File: src/rtl/vga_update_sched.sv
// Frame-synchronous VGA update scheduler: CPU/Eth round-robin into a FIFO, one word committed per frame tick (disp_we 4 edges after frame_start).
// Grants withheld while full; `define VGA_SCHED_SKIP_EN commits the newest word and flushes older ones.
module vga_update_sched #(
   parameter int DEPTH = 4
) (
   input  logic        clk_in,
   input  logic        rst,
   input  logic        cpu_req,
   input  logic [31:0] cpu_data,
   output logic        cpu_gnt,
   input  logic        eth_req,
   input  logic [31:0] eth_data,
   output logic        eth_gnt,
   input  logic        frame_start,
   input  logic        irq_clr,
   output logic        disp_we,
   output logic [31:0] disp_data,
   output logic        irq,
   output logic [31:0] status
);

   localparam int PW = (DEPTH > 1) ? $clog2(DEPTH) : 1;
   localparam int CW = 4;
   localparam logic [CW-1:0] DEPTH_C = CW'(DEPTH);

   typedef enum logic [1:0] {IDLE, COMMIT, WAIT_LOW} state_t;

   state_t        state_q, state_d;
   logic          sync1_q, sync1_d, sync2_q, sync2_d, sync3_q, sync3_d, tick_q, tick_d;
   logic [PW-1:0] wr_ptr_q, wr_ptr_d, rd_ptr_q, rd_ptr_d;
   logic [CW-1:0] count_q, count_d;
   logic [31:0]   mem_q [DEPTH];
   logic [31:0]   mem_d [DEPTH];
   logic          last_eth_q, last_eth_d;
   logic          irq_q, irq_d;
   logic          disp_we_q, disp_we_d;
   logic [31:0]   disp_data_q, disp_data_d;
   logic [7:0]    commit_cnt_q, commit_cnt_d;
   logic [7:0]    drop_cnt;
   logic          room, push, pop, flush;
   logic [31:0]   push_data;

`ifdef VGA_SCHED_SKIP_EN
   logic [7:0] drop_cnt_q, drop_cnt_d;
   logic [8:0] drop_sum;
   assign drop_sum = {1'b0, drop_cnt_q} + 9'(count_q) - 9'd1;
   assign drop_cnt = drop_cnt_q;
`else
   assign drop_cnt = 8'd0;
`endif

   // Grants depend only on req, occupancy and the pointer; a same-cycle pop frees no slot.
   assign room      = (count_q < DEPTH_C) && !rst;
   assign cpu_gnt   = room && cpu_req && (!eth_req || last_eth_q);
   assign eth_gnt   = room && eth_req && (!cpu_req || !last_eth_q);
   assign push      = cpu_gnt || eth_gnt;
   assign push_data = cpu_gnt ? cpu_data : eth_data;

   always_comb begin
      sync1_d    = frame_start;
      sync2_d    = sync1_q;
      sync3_d    = sync2_q;
      tick_d     = sync2_q && !sync3_q;
      last_eth_d = last_eth_q;
      if (cpu_gnt) begin
         last_eth_d = 1'b0;
      end else if (eth_gnt) begin
         last_eth_d = 1'b1;
      end
   end

   // The commit work is done on the edge entering COMMIT, so disp_we is high for the COMMIT cycle.
   always_comb begin
      state_d      = state_q;
      pop          = 1'b0;
      flush        = 1'b0;
      disp_we_d    = 1'b0;
      disp_data_d  = disp_data_q;
      commit_cnt_d = commit_cnt_q;
`ifdef VGA_SCHED_SKIP_EN
      drop_cnt_d   = drop_cnt_q;
`endif
      case (state_q)
         IDLE: begin
            if (tick_q && count_q != '0) begin
               state_d      = COMMIT;
               disp_we_d    = 1'b1;
               pop          = 1'b1;
               commit_cnt_d = commit_cnt_q + 8'd1;
               disp_data_d  = mem_q[rd_ptr_q];
`ifdef VGA_SCHED_SKIP_EN
               if (count_q > CW'(1)) begin
                  flush       = 1'b1;
                  disp_data_d = mem_q[wr_ptr_q - PW'(1)];
                  drop_cnt_d  = drop_sum[8] ? 8'hFF : drop_sum[7:0];
               end
`endif
            end
         end
         COMMIT:   state_d = WAIT_LOW;
         WAIT_LOW: if (!sync2_q) state_d = IDLE;
         default:  state_d = IDLE;
      endcase
   end

   always_comb begin
      mem_d    = mem_q;
      wr_ptr_d = wr_ptr_q;
      rd_ptr_d = rd_ptr_q;
      count_d  = count_q;
      if (flush) begin
         rd_ptr_d = wr_ptr_q;
         count_d  = '0;
      end else if (pop) begin
         rd_ptr_d = rd_ptr_q + PW'(1);
         count_d  = count_q - CW'(1);
      end
      if (push) begin
         mem_d[wr_ptr_q] = push_data;
         wr_ptr_d        = wr_ptr_q + PW'(1);
         count_d         = count_d + CW'(1);
      end
      irq_d = irq_q;
      if (push || irq_clr) irq_d = 1'b0;
      if (pop && count_d == '0) irq_d = 1'b1;
   end

   always_ff @(posedge clk_in or posedge rst) begin
      if (rst) begin
         state_q      <= IDLE;
         sync1_q      <= 1'b0;
         sync2_q      <= 1'b0;
         sync3_q      <= 1'b0;
         tick_q       <= 1'b0;
         wr_ptr_q     <= '0;
         rd_ptr_q     <= '0;
         count_q      <= '0;
         last_eth_q   <= 1'b1;
         irq_q        <= 1'b0;
         disp_we_q    <= 1'b0;
         disp_data_q  <= 32'hFFFF_FFFF;
         commit_cnt_q <= 8'd0;
`ifdef VGA_SCHED_SKIP_EN
         drop_cnt_q   <= 8'd0;
`endif
      end else begin
         state_q      <= state_d;
         sync1_q      <= sync1_d;
         sync2_q      <= sync2_d;
         sync3_q      <= sync3_d;
         tick_q       <= tick_d;
         wr_ptr_q     <= wr_ptr_d;
         rd_ptr_q     <= rd_ptr_d;
         count_q      <= count_d;
         last_eth_q   <= last_eth_d;
         irq_q        <= irq_d;
         disp_we_q    <= disp_we_d;
         disp_data_q  <= disp_data_d;
         commit_cnt_q <= commit_cnt_d;
`ifdef VGA_SCHED_SKIP_EN
         drop_cnt_q   <= drop_cnt_d;
`endif
      end
   end

   always_ff @(posedge clk_in) begin
      mem_q <= mem_d;
   end

   assign disp_we   = disp_we_q;
   assign disp_data = disp_data_q;
   assign irq       = irq_q;
   assign status    = {8'd0, drop_cnt, commit_cnt_q, 1'b0, irq_q,
                       (count_q == '0), (count_q == DEPTH_C), count_q};

endmodule

File: config.mk
export PLATFORM = sky130hd
export DESIGN_NAME = vga_update_sched
export DESIGN_NICKNAME = d
export VERILOG_FILES = /design/src/rtl/vga_update_sched.sv
export SDC_FILE = /design/constraint.sdc
export NUM_CORES = 1
export LEC_CHECK = 0
export ABC_AREA = 0
export CAP_MARGIN = 20
export CORE_ASPECT_RATIO = 0.75
export CORE_MARGIN = 2
export CORE_UTILIZATION = 40
export DETAILED_ROUTE_END_ITERATION = 10
export GPL_TIMING_DRIVEN = 0
export PLACE_DENSITY = 0.64
export SLEW_MARGIN = 15
export SYNTH_ARGS = -nofsm -noshare
export SYNTH_HDL_FRONTEND = slang
export SYNTH_SLANG_ARGS = --single-unit
export TNS_END_PERCENT = 20
File: constraint.sdc
create_clock -name clk_in -period 2.86 [get_ports clk_in]
set_input_delay 0.715 -clock clk_in [delete_from_list [all_inputs] [get_ports clk_in]]
set_output_delay 0.715 -clock clk_in [all_outputs]
set_load 0.03 [all_outputs]
After elaboration in Yosys (flattened, before gate mapping)
Index checks and enable logic that the tools add are counted.
{"block": "classes", "n_bitwise": 2, "n_mux": 18, "magnitude_cmp": 4, "addsub": 5, "n_eq_ne": 5, "n_reduce_logical": 26}
{"operator": "$bwmux W128", "n": 1}
{"operator": "$mux W32", "n": 4}
{"operator": "$bmux W32 S2", "n": 1}
{"operator": "$demux W32 S2", "n": 1}
{"operator": "$logic_and A1 B1 Y1", "n": 9}
{"operator": "$add A8 B1 Y8 const B", "n": 1}
{"operator": "$logic_not A4 Y1", "n": 2}
{"operator": "$mux W4", "n": 2}
{"operator": "$ge A3 B3 Y1 const B", "n": 2}
{"operator": "$mux W1", "n": 6}
{"operator": "$not A2 Y3", "n": 2}
{"operator": "$pmux W2 S3", "n": 1}
{"operator": "$logic_not A1 Y1", "n": 5}
{"operator": "$add A2 B1 Y2 const B", "n": 2}
{"operator": "$add A4 B1 Y4 const B", "n": 1}
{"operator": "$eq A4 B3 Y1 const B", "n": 1}
{"operator": "$logic_or A1 B1 Y1", "n": 4}
{"operator": "$lt A4 B3 Y1 const B", "n": 1}
{"operator": "$mux W2", "n": 2}
{"operator": "$ne A2 B2 Y1 const B", "n": 2}
{"operator": "$reduce_and A2 Y1", "n": 2}
{"operator": "$reduce_bool A2 Y1", "n": 2}
{"operator": "$reduce_bool A4 Y1", "n": 1}
{"operator": "$sub A4 B1 Y4 const B", "n": 1}
{"operator": "other kinds (4)", "n": 4}
{"block": "totals", "regBits": 185}

Longest topological paths before layout
{"block": "depth", "ltp_word": 10, "depth_mapped": 9, "mapped_depth_nobuf": 6}

Worst setup path before layout
Ideal clock, no wire load.
{"block": "synth_path", "path_kind": "register -> register", "startpoint": "register count_q[2]", "endpoint": "register mem_q[0] (netlist bit), enable pin", "slack_ns": 0.310, "t_required_ns": 2.468, "path_buffers": 2, "t_arrival_ns": 2.158, "setup_time_ns": 0.392, "path_stages_with_launch": 6, "path_cell_list": "dfrtp_1 -> buf_2 -> or3_4 -> nor2_4 -> buf_6 -> and2_1"}
{"block": "synth_between", "elab_chain_cells": 5, "word_cells_on_any_way": 7, "classes_between": "1 x order compare; 6 x reduce/logical"}
{"item": "from (decl)", "line_no": "31", "text": "logic [CW-1:0] count_q, count_d;"}
{"item": "from (signal assigned)", "line_no": "154", "text": "count_q <= count_d;"}
{"item": "$lt A4 B3 Y1 *", "line_no": "53", "text": "assign room = (count_q < DEPTH_C) && !rst;"}
{"item": "$logic_and A1 B1 Y1 *", "line_no": "53"}
{"item": "$logic_and A1 B1 Y1, on equally long branches (2 in a row)", "line_no": "54, 55"}
{"item": "$logic_or A1 B1 Y1 *", "line_no": "56", "text": "assign push = cpu_gnt || eth_gnt;"}
{"item": "to (signal assigned)", "line_no": "167", "text": "mem_q <= mem_d;"}
{"item": "to (decl)", "line_no": "32", "text": "logic [31:0] mem_q [DEPTH];"}
Mark *: on every way between the ends. The rest lies on a longest branch, timed or not.
A chain may end at the register's enable or synchronous reset.

Worst setup path after layout
{"block": "layout_path", "startpoint": "register count_q[0]", "endpoint": "output port status[5]"}
{"block": "layout_between", "elab_chain_cells": 1}
{"item": "$logic_not A4 Y1", "line_no": "174", "text": "(count_q == '0), (count_q == DEPTH_C), count_q};"}
{"item": "to (decl)", "line_no": "19", "text": "output logic [31:0] status"}
No other way between the ends.

==> results.py <==
metrics = {
    "die": {
        "ios": 138,
        "core_um2": 18600,
        "die_width_um": 164,
        "die_area_um2": 20300,
        "start_util_pct": 41.2,
        "dieHeight_um": 124,
        "rows": 43,
    },
    "yosys": {
        "syn_area_um2": 7670,
        "syn_avg_cell_area_um2": 19.4,
        "synth_cell_types": 41,
        "syn_inst": 396,
        "yosys_register_bits": 185,
        "synth_top_area_cell": "edfxtp_1",
        "ys_seq_area_share_pct": 69.3,
        "yosysWarnings": 0,
        "synthTopCellsByArea": "edfxtp_1 (50%), dfstp_2 (11%), mux4_2 (9.4%)",
        "yosysTopAreaCellShare_pct": 50.1,
    },
    "sta": {
        "fmax_mhz": 357,
        "fin_crit_ns": 2.80,
        "worst_clock_skew_ns": 0.00617,
        "setup_viol": 0,
        "hold_viol_final": 0,
        "slew_headroom_pct": 51.0,
        "rsz0062_at_grt": "yes",
        "tns_ns": 0,
        "finalCritPeriodShare_pct": 97.9,
        "max_slew.worst_pin.slew_ns": 0.736,
        "slew_viol_final": 0,
    },
    "placement": {
        "gp_congestion": 0.768,
        "placedCellCount": 784,
        "io_buffers": 120,
        "hpwl_mm": 9.94,
    },
    "min_path": {
        "hp-class": "reg -> reg",
    },
    "setup_path": {
        "slowest_stage": "dfrtp_1",
        "critPathMaxStageDelay_ns": 0.38,
        "cp_top_family": "buffers and inverters",
        "worst_ep_required_time_ns": 2.14,
        "critPathLaunchType": "register",
        "crit_buf_inv": 3,
        "crit_chain": "clkbuf_1, inv_1, ha_1, nor3b_4, clkdlybuf4s15_2",
        "cp.arrival_ns": 2.09,
        "critPathMaxFanout": 7,
        "endpoint_kind": "output port",
        "worstSetupPathType": "reg -> out",
    },
    "power": {
        "switching_share_pct": 31.5,
        "powerDensity_nw_per_um2": 967,
        "p_int_w": 0.00657,
        "power_frac_seq_pct": 41.2,
        "combPwrFrac_pct": 36.3,
        "switchingPower_w": 0.00302,
        "leakage_nw": 3.57,
        "ir_drop_mv": 0.506,
        "clkPwrFrac_pct": 22.5,
    },
    "flow_run": {
        "maxCapViolations": 0,
    },
    "routing": {
        "wirelength_mm": 14.9,
        "first_iter_violations": 281,
        "wire_per_inst_um": 18.2,
        "route.detailed.drc": 0,
        "vias": 3961,
        "dr.pass1.iters": 5,
        "ant_nets": 0,
        "vias_per_cell": 4.84,
    },
    "finish": {
        "syn_to_final_growth_pct": 29.3,
        "final_cells": 818,
        "n_antenna_cell": 0,
        "fin_nets": 634,
        "drive_above_1_share_pct": 37.1,
    },
    "clock_tree": {
        "cts_tree": "done",
        "clk_latency_ns": 0.42,
        "clk_pin_slew_ns": 0.06,
        "clock-sinks": 185,
        "ctsLongestPathBuffers": 2,
        "h-tree-depth": 4,
        "root_buffer": "clkbuf_16",
        "cts_buffers": 17,
        "ctsHoldBuffers": 0,
    },
    "grt": {
        "grt_remaining_overflow": 0,
        "grt_pass1_wl_mm": 22.4,
        "grt_antenna_before_repair": 0,
        "grt_usage_pct": 15.4,
        "grt_pass1_vias": 4014,
        "grt_max_degree": 38,
    },
    "status": {
        "status": "finished clean",
    },
}
final timing paths:
| path | start | endpoint | slack [ns] | depth (start not counted) |
|---|---|---|---|---|
| setup reg to reg | count_q[3]$_DFF_PP0_ | mem_q[98]$_DFFE_PP_ | 0.63 | 5 |
| hold reg to reg | sync1_q$_DFF_PP0_ | sync2_q$_DFF_PP0_ | 0.35 | 0 |
| min in group asynchronous | rst | disp_data[0]$_DFFE_PP1N_ | 0.65 | 2 |
| max in group asynchronous | rst | disp_data[20]$_DFFE_PP1N_ | 1.90 | 3 |
| hold / removal | sync1_q$_DFF_PP0_ | sync2_q$_DFF_PP0_ | 0.35 | 0 |
| setup / recovery | count_q[0]$_DFF_PP0_ | status[5] | 0.06 | 5 |
area by class of cell:
type | instances | area [um^2]
fillers | 1517 | 8700
multi-input cells | 183 | 2110
plain buffers | 37 | 294
inverters | 7 | 28.8
clock inverters | 12 | 100
well taps | 247 | 309
clock buffers | 20 | 447
repair buffers | 127 | 1320
flip-flops and latches | 185 | 5310
state kept, by name, indices dropped and copies added (netlist names), 2 cells and up:
register / count
mem_q: 128
disp_data: 32
commit_cnt_q: 8
count_q: 4
rd_ptr_q: 2
state_q: 2
wr_ptr_q: 2
layout by cell type, fill, tap and decap left out, types with 2 or more instances in the layout:
cell	instances
a21oi_1	2
a31oi_1	2
and2_2	4
and3_1	2
buf_12	5
buf_2	4
buf_4	21
buf_6	9
clkbuf_1	6
clkbuf_16	17
clkdlybuf4s15_2	2
clkdlybuf4s50_1	115
clkinv_1	2
clkinv_2	3
clkinvlp_4	4
conb_1	17
dfrtp_1	24
dfstp_2	33
dlygate4sd2_1	2
edfxtp_1	128
ha_1	6
inv_1	6
mux2_2	58
mux2_4	7
mux4_2	32
nand2_1	7
nand4_1	6
nor2_1	3
nor2b_1	2
nor3_1	2
nor3b_4	2
o31ai_1	2
xnor2_1	12
xor2_1	3
worst reg2reg max path: stages (launching register included):
cell	delay, ns
dfrtp_1	0.52
or3_4	0.48
nor2_4	0.14
buf_6	0.15
and2_2	0.39
buf_12	0.25
metrics by stage:
stage / cell area (um^2) / util, % / worst slack [ns] / power [W] / hold WS, ns
after floorplan: 7730 / - / 0.310 / 0.00629 / 0.331
after global placement: 9240 / 49.6 / -0.849 / 0.00741 / 0.342
after detailed placement: 9350 / 50.2 / -0.582 / 0.00754 / 0.341
after CTS: 9900 / 53.2 / -0.124 / 0.00972 / 0.356
after global routing: 9920 / 53.3 / -0.0631 / 0.0101 / 0.364
final: 9920 / 53.3 / 0.0589 / 0.00959 / 0.355
synthesized netlist by cell type (all sizes together):
cell type and instances:
clkbuf 4, nor2 4, nor3 3, edfxtp 128
dfrtp 24, and3 2, mux2 65, dfstp 33
mux2i 1, a31oi 2, nor2b 3, nand2b 1
or3 1, xor2 3, ha 6, and4b 1
nand4 6, inv 7, or4b 1, a22oi 1
xnor2 12, nand3 1, a211o 1, o21ai 1
a21boi 1, mux4 32, o31ai 2, conb 1
nor3b 2, a21oi 2, a2bb2oi 1, and2 4
buf 33, nand2 7
cell families (layout without fill, tap and decap cells):
| family | count (synthesis) | after routing | synth area share [%] |
|---|---|---|---|
| flops | 185 | 185 | 69.3 |
| simple gates | 36 | 36 | 3.41 |
| fa+ha+maj | 6 | 6 | 0.979 |
| other cells | 1 | 17 | 0.0489 |
| compound gates | 11 | 11 | 0.979 |
| mux | 98 | 98 | 19.4 |
| buf+inv | 44 | 203 | 4.18 |
| xor+xnor | 15 | 15 | 1.71 |
timing repair:
item	CTS	global route
gates resized for setup	9	1
setup endpoints to repair	4	3
setup buffers	0	2
pin swaps	0	2
power groups by stage:
stage | clock network, W | logic, W | registers [W]
after CTS | 0.00222 | 0.00354 | 0.00396
after global routing | 0.00232 | 0.00372 | 0.00402
after floorplan | 0 | 0.00172 | 0.00456
after detailed placement | 0 | 0.00353 | 0.00401
final | 0.00216 | 0.00348 | 0.00395
after global placement | 0 | 0.00341 | 0.00400
routing by layer:
metal  vias up  GRT usage, %  share of wire, %
li1       1820             -                 -
met1      1990          20.6                44
met2       140          24.9                47
met3        11          4.06               7.0
met4         0          4.50               1.1
met5         -             0                 0
No activity file was read; power rests on OpenSTA's default activity.
